File: src/rtl/fixed_point_alu_accel_master.sv
// Initiator for the fixed-point ALU accel word protocol: serialises {op, a, b} into 5 writes, reads 2 result words.
// Optional cycle counter output resp_cycles enabled by ACCEL_MASTER_CYCLE_COUNT_EN.
module fixed_point_alu_accel_master #(
    parameter int unsigned INTEGER_PART_WIDTH    = 8,
    parameter int unsigned FRACTIONAL_PART_WIDTH = 8
) (
    input  logic                                                clk,
    input  logic                                                rst_n,
    input  logic                                                req_valid,
    output logic                                                req_ready,
    input  logic [2:0]                                          req_op,
    input  logic [INTEGER_PART_WIDTH+FRACTIONAL_PART_WIDTH-1:0] req_a,
    input  logic [INTEGER_PART_WIDTH+FRACTIONAL_PART_WIDTH-1:0] req_b,
    output logic                                                resp_valid,
    input  logic                                                resp_ready,
    output logic [INTEGER_PART_WIDTH+FRACTIONAL_PART_WIDTH-1:0] resp_result,
    input  logic                                                accel_can_read,
    input  logic                                                accel_can_write,
    output logic                                                accel_read_enable,
    output logic                                                accel_write_enable,
    input  logic [15:0]                                         accel_read_data,
    output logic [15:0]                                         accel_write_data
`ifdef ACCEL_MASTER_CYCLE_COUNT_EN
    ,
    output logic [15:0]                                         resp_cycles
`endif
);

    localparam int unsigned IPW = INTEGER_PART_WIDTH;
    localparam int unsigned FPW = FRACTIONAL_PART_WIDTH;
    localparam int unsigned NW  = IPW + FPW;
    localparam int unsigned WW  = 16;

    typedef enum logic [3:0] {
        IDLE,
        WR_OP,
        WR_A_INT,
        WR_A_FRAC,
        WR_B_INT,
        WR_B_FRAC,
        RD_INT,
        RD_FRAC,
        RESP
    } state_t;

    state_t        state;
    logic [2:0]    op_q;
    logic [NW-1:0] a_q;
    logic [NW-1:0] b_q;

    // Read words wider than the fields carry don't-care upper bits.
    logic unused_read_bits;
    assign unused_read_bits = ^accel_read_data;

    // Sequencer: request capture, word-by-word handshakes with the responder, result hold.
    always_ff @(posedge clk) begin
        if (!rst_n) begin
            state       <= IDLE;
            req_ready   <= 1'b1;
            resp_valid  <= 1'b0;
            resp_result <= '0;
            op_q        <= '0;
            a_q         <= '0;
            b_q         <= '0;
        end else begin
            case (state)
                IDLE: begin
                    if (req_valid) begin
                        op_q      <= req_op;
                        a_q       <= req_a;
                        b_q       <= req_b;
                        req_ready <= 1'b0;
                        state     <= WR_OP;
                    end
                end
                WR_OP:     if (accel_can_write) state <= WR_A_INT;
                WR_A_INT:  if (accel_can_write) state <= WR_A_FRAC;
                WR_A_FRAC: if (accel_can_write) state <= WR_B_INT;
                WR_B_INT:  if (accel_can_write) state <= WR_B_FRAC;
                WR_B_FRAC: if (accel_can_write) state <= RD_INT;
                RD_INT: begin
                    if (accel_can_read) begin
                        resp_result[NW-1-:IPW] <= accel_read_data[IPW-1:0];
                        state                  <= RD_FRAC;
                    end
                end
                RD_FRAC: begin
                    if (accel_can_read) begin
                        resp_result[0+:FPW] <= accel_read_data[FPW-1:0];
                        resp_valid          <= 1'b1;
                        state               <= RESP;
                    end
                end
                RESP: begin
                    if (resp_ready) begin
                        resp_valid <= 1'b0;
                        req_ready  <= 1'b1;
                        state      <= IDLE;
                    end
                end
                default: begin
                    resp_valid <= 1'b0;
                    req_ready  <= 1'b1;
                    state      <= IDLE;
                end
            endcase
        end
    end

    // Enables follow the responder's flow control directly so a word moves in the cycle it is offered.
    always_comb begin
        accel_write_enable = 1'b0;
        accel_read_enable  = 1'b0;
        accel_write_data   = '0;
        case (state)
            WR_OP: begin
                accel_write_enable = accel_can_write;
                accel_write_data   = WW'(op_q);
            end
            WR_A_INT: begin
                accel_write_enable = accel_can_write;
                accel_write_data   = WW'(a_q[NW-1-:IPW]);
            end
            WR_A_FRAC: begin
                accel_write_enable = accel_can_write;
                accel_write_data   = WW'(a_q[0+:FPW]);
            end
            WR_B_INT: begin
                accel_write_enable = accel_can_write;
                accel_write_data   = WW'(b_q[NW-1-:IPW]);
            end
            WR_B_FRAC: begin
                accel_write_enable = accel_can_write;
                accel_write_data   = WW'(b_q[0+:FPW]);
            end
            RD_INT, RD_FRAC: accel_read_enable = accel_can_read;
            default: ;
        endcase
    end

`ifdef ACCEL_MASTER_CYCLE_COUNT_EN
    // Cycles from accept to result, saturating; frozen while the result is presented.
    always_ff @(posedge clk) begin
        if (!rst_n) begin
            resp_cycles <= '0;
        end else if (state == IDLE) begin
            if (req_valid) resp_cycles <= '0;
        end else if (state != RESP && resp_cycles != 16'hFFFF) begin
            resp_cycles <= resp_cycles + 16'd1;
        end
    end
`endif

endmodule
File: config.mk
export PLATFORM = sky130hd
export DESIGN_NAME = fixed_point_alu_accel_master
export DESIGN_NICKNAME = d
export VERILOG_FILES = /design/src/rtl/fixed_point_alu_accel_master.sv
export SDC_FILE = /design/constraint.sdc
export NUM_CORES = 1
export LEC_CHECK = 0
export CORE_ASPECT_RATIO = 0.5
export CORE_UTILIZATION = 40
export DETAILED_ROUTE_END_ITERATION = 8
export PLACE_DENSITY = 0.71
export SLEW_MARGIN = 20
export SYNTH_ARGS = -nofsm -noshare
export SYNTH_HDL_FRONTEND = slang
export SYNTH_SLANG_ARGS = --single-unit
File: constraint.sdc
create_clock -name clk -period 1.7 [get_ports clk]
set_input_delay 0.34 -clock clk [delete_from_list [all_inputs] [get_ports clk]]
set_output_delay 0.34 -clock clk [all_outputs]
set_load 0.02 [all_outputs]
* Word-level counts from Yosys, hierarchy flattened
Index checks and enable logic that the tools add are counted.
** Cells by class
- Reductions and logical operators :: 11
- Mux-type cells :: 19
- Bitwise logic cells :: 2
- Eq/ne operators :: 17
** Operators with widths (count)
- one-hot mux 8 bit (5 select lines) :: 1
- two-way mux 4 bit :: 9
- one-hot mux 4 bit (9 select lines) :: 1
- != test 2 bit (second input constant) :: 9
- equality test 4 x 3 -> 1 bit (second input constant) :: 4
- OR reduction 7 bit :: 2
- AND reduction 9 bit :: 1
- equality test 4 x 2 -> 1 bit (second input constant) :: 2
- two-way mux 1 bit :: 6
- one-hot mux 1 bit (3 select lines) :: 2
- AND reduction 2 bit :: 3
- AND reduction 3 bit :: 2
- OR reduction 5 bit :: 1
- equality test 4 x 1 -> 1 bit (second input constant) :: 1
- equality test 4 bit (second input constant) :: 1
- logical NOT 4 bit :: 1
- NOT 1 bit :: 2
- OR reduction 2 bit :: 1
** Word-level totals
- Logic and storage cells :: 57
- Register bits after elaboration :: 57
- Output and inout port bits :: 36

* Logic depth before layout (Yosys ltp)
Gate-level depths: netlist (run 1).
- Word-level depth :: 4
- Mapped depth :: 7
- Mapped depth without buffers :: 4

* Worst setup path after synthesis (run 1)
Ideal clock, no wire load.
- Path kind :: reg2out
- From :: reg state[3]
- To :: out accel_write_data[2]
- Data required time :: 1.360 ns
- Setup slack :: -0.102 ns
- Arrival time :: 1.462 ns
- Cell stages (with the launch flop) :: 5
- Cells stage by stage :: dfxtp_1 clkbuf_1 or3b_1 buf_2 o221ai_1
** On the way
- Word-level cells in the longest chain between the ends :: 2
** RTL lines
- from (decl) :: RTL line 46 : state_t state;
- from (signal assigned) :: RTL line 58 : state <= IDLE;
- from (signal assigned) :: RTL line 73 : state <= WR_OP;
- from (signal assigned) :: RTL line 76 : WR_OP: if (accel_can_write) state <= WR_A_INT;
- equality test 4 x 3 -> 1 bit (tied with other cells) :: RTL line 115 : case (state)
- one-hot mux 8 bit (5 select lines) (*) :: RTL line 115
- to (decl) :: RTL line 22 : output logic [15:0] accel_write_data
Mark *: on every way between the ends. The rest lies on a longest branch, timed or not.

* Worst setup path after layout (run 1)
- From :: reg state[1]
- To :: out accel_write_data[0]
Same word-level chain as after synthesis.

==> results of run 1 <==
-- synthesized netlist by cell type (all sizes together) (2+ instances only) --
| master | count | area [um2] |
|---|---|---|
| nand2 | 73 | 274 |
| o21ai | 5 | 25.0 |
| nor3 | 4 | 31.3 |
| nand3 | 4 | 25.0 |
| nor2 | 6 | 32.5 |
| buf | 21 | 141 |
| a21oi | 6 | 30.0 |
| and4b | 2 | 20.0 |
| nor2b | 17 | 106 |
| clkbuf | 8 | 30.0 |
| dfxtp | 57 | 1140 |
| mux2i | 33 | 330 |
| a21boi | 35 | 263 |
| nor3b | 2 | 20.0 |
| or3b | 2 | 17.5 |
| o22ai | 6 | 37.5 |
-- flip-flops by register name, summed over array words and instances, names as in the netlist --
| register | flops |
|---|---|
| resp_result | 16 |
| a_q | 16 |
| b_q | 16 |
| op_q | 3 |
| state | 4 |
| req_ready | 1 |
| resp_valid | 1 |
-- path summary, 6_finish.rpt --
check | end | slack (ns)
min reg2reg | b_q[3] | 0.46
max | accel_write_data[0] | -0.19
min | b_q[3] | 0.46
max reg2reg | state[1] | 0.13
-- layout make-up --
cell class,instances,area [um2],area share
Multi-Input combinational cell,215,1390,0.345
Sequential cell,57,1150,0.285
Timing Repair Buffer,106,1080,0.268
Clock buffer,10,239,0.0593
Tap cell,88,110,0.0273
Clock inverter,5,56.3,0.0140
Inverter,1,3.75,0.000931
-- report_power, final --
part	total (mW)	internal, mW	switching, mW
combinational	0.625	0.338	0.287
sequential	1.46	1.41	0.0425
clock	1.77	1.16	0.611
-- kinds of logic after synthesis --
kind of cell / count (synthesis) / synth area share
other: 1 / 0.00142
AOI/OAI and AO/OA: 58 / 0.154
DFF: 57 / 0.433
buffers and inverters: 30 / 0.0665
xor gates and xnor gates: 1 / 0.00333
muxes: 33 / 0.125
and+or+nand+nor: 115 / 0.215
-- critical path, stage by stage, from the launching register on --
cell     delay [ns]
dfxtp_2        0.35
or3b_4         0.47
nor2_2         0.11
a21oi_1        0.04
o21ai_1        0.07
buf_4          0.16
-- per-layer routing --
layer / vias to the layer above / share of wire / wire length [um]
li1: 1176 / - / -
met1: 1091 / 0.45 / 2870
met2: 53 / 0.48 / 3050
met3: 13 / 0.050 / 315
met4: 0 / 0.016 / 101
met5: - / 0 / 0
-- metrics by stage --
| stage | TNS [ns] | utilization | instances | power [mW] | instance area, um2 |
|---|---|---|---|---|---|
| global route | -1.74 | 0.650 | 482 | 4.01 | 4030 |
| global placement | -3.90 | 0.585 | 461 | 2.05 | 3630 |
| CTS | -1.18 | 0.648 | 482 | 3.88 | 4020 |
| finish | -1.34 | 0.650 | 482 | 3.85 | 4030 |
| detailed placement | -4.64 | 0.585 | 461 | 2.07 | 3630 |
| floorplan | -0.443 | - | 302 | 1.80 | 2670 |
-- layout by cell type, fill, tap and decap left out, types with 6 or more instances in the layout --
master	n
a21boi_0	31
a21oi_1	6
buf_12	7
buf_4	23
buf_6	9
clkbuf_16	9
clkdlybuf4s50_1	65
conb_1	8
dfxtp_1	54
mux2i_1	31
nand2_1	73
nor2b_1	17
-- repair_timing --
action	in CTS	in global routing
endpoints found under the setup margin	10	11
pin swaps	9	0
cloned	0	0
setup buffers	6	0
hold buffers	0	0
resized for setup	70	4
==> summary.txt, run 1 <==
Max Fanout on Critical Path - 8
Hold depth - 2
Hold Fails Final Rpt - 0
WL per Instance - 13.2 um
Grt total ovfl - 0
Die area - 6930 um2
Max-cap violations - 0
Fin nets - 447
Post-Synthesis Cells - 295
Fmax - 529 MHz
Min Hold Slack - 0.461 ns
CTS Buffer Depth - 2
N_diodes - 0
Setup-failing EPs final - 9
Via density per instance - 4.84
Part of the cycle the worst path needs - 1.11
DRT iter0 DRCs - 124
CTS Root Cell - clkbuf_16
Library cells used by synthesis - 40
Failing checks - negative setup slack
Slew Limit Fails - 0
CP Class - reg2out
First-pass GRT wire length - 10300 um
Minimum clock period - 1.89 ns
Async SR Flop Fraction - 0
Largest net degree at the start of global routing - 36
I/O pin cnt - 93
Yosys warns - 0
Global route hottest layer - met2
Total length of routed wires - 6340 um
Leakage Power - 1.51 nW
Worst Setup SP - state[1]
Grt met3 use - 0.0716
Layout fillers - 525
Initial DRT Pass Iterations - 4
Total core area - 6210 um2
Sequential fraction of the synthesis area - 0.433
Critical Path Source Type - flop
Gr usage total - 0.199
CTS tree - built
Final WS setup - -0.190 ns
Starting Density - 0.424
Worst r2r src - state[0]
Layout cells sized above 1 - 0.193
Vias in the first global route - 2238
Required time of the critical path - 1.36 ns
Clk Latency, worst-skew pair - 0.33 ns
Place WS - -0.412 ns
Setup crit end kind - output port
Mean area per synthesized cell - 8.92 um2
Min-Delay Path Class - reg2reg
Number of CTS-inserted buffers - 9
Post-synth EDFFs - 0
Post-synth top flop - dfxtp_1
Worst hold start - b_q[3]
H-tree depth - 3
Final ANT Viol Nets - 0
Port bufs - 76
Clock transition at path regs - 0.05 ns
M1 GR Usage - 0.232
Unrepaired setup endpoints after global routing - true
CTS Sinks - 57
Peak supply drop - 0.000405 V
Status - finished with violations
Clk_skew - 0.00693 ns
Layout area overhead - 53.1%
GRT met2 Usage - 0.346
Overall via count from detail_route - 2333
Number of cell rows - 20
#FFs+latches synth - 57
Die Wd - 117 um
CP Data Arrival Time - 1.55 ns
Initial antenna violation count - 0
Mapped cell area - 2630 um2
Pwr dens - 955 nW/um2
Cell count of the worst reg-to-reg path - 7
Detail Placement HPWL - 4240 um
Die height - 59.4 um
DRC viols - 0
RD Place Congestion - 0.771
Power figures use the tool's default switching activity.
==> inputs of run 2 (changes only) <==
- ABC_CLOCK_PERIOD_IN_PS: not set -> 1700
==> results of run 2 <==
Final layout, timing and power as in run 1 (identical DEF).
==> inputs of run 3 (changes only) <==
- CAP_MARGIN: not set -> 10
- HOLD_SLACK_MARGIN: not set -> 0.05
==> results of run 3 <==
Final layout, timing and power as in run 1 (identical DEF).
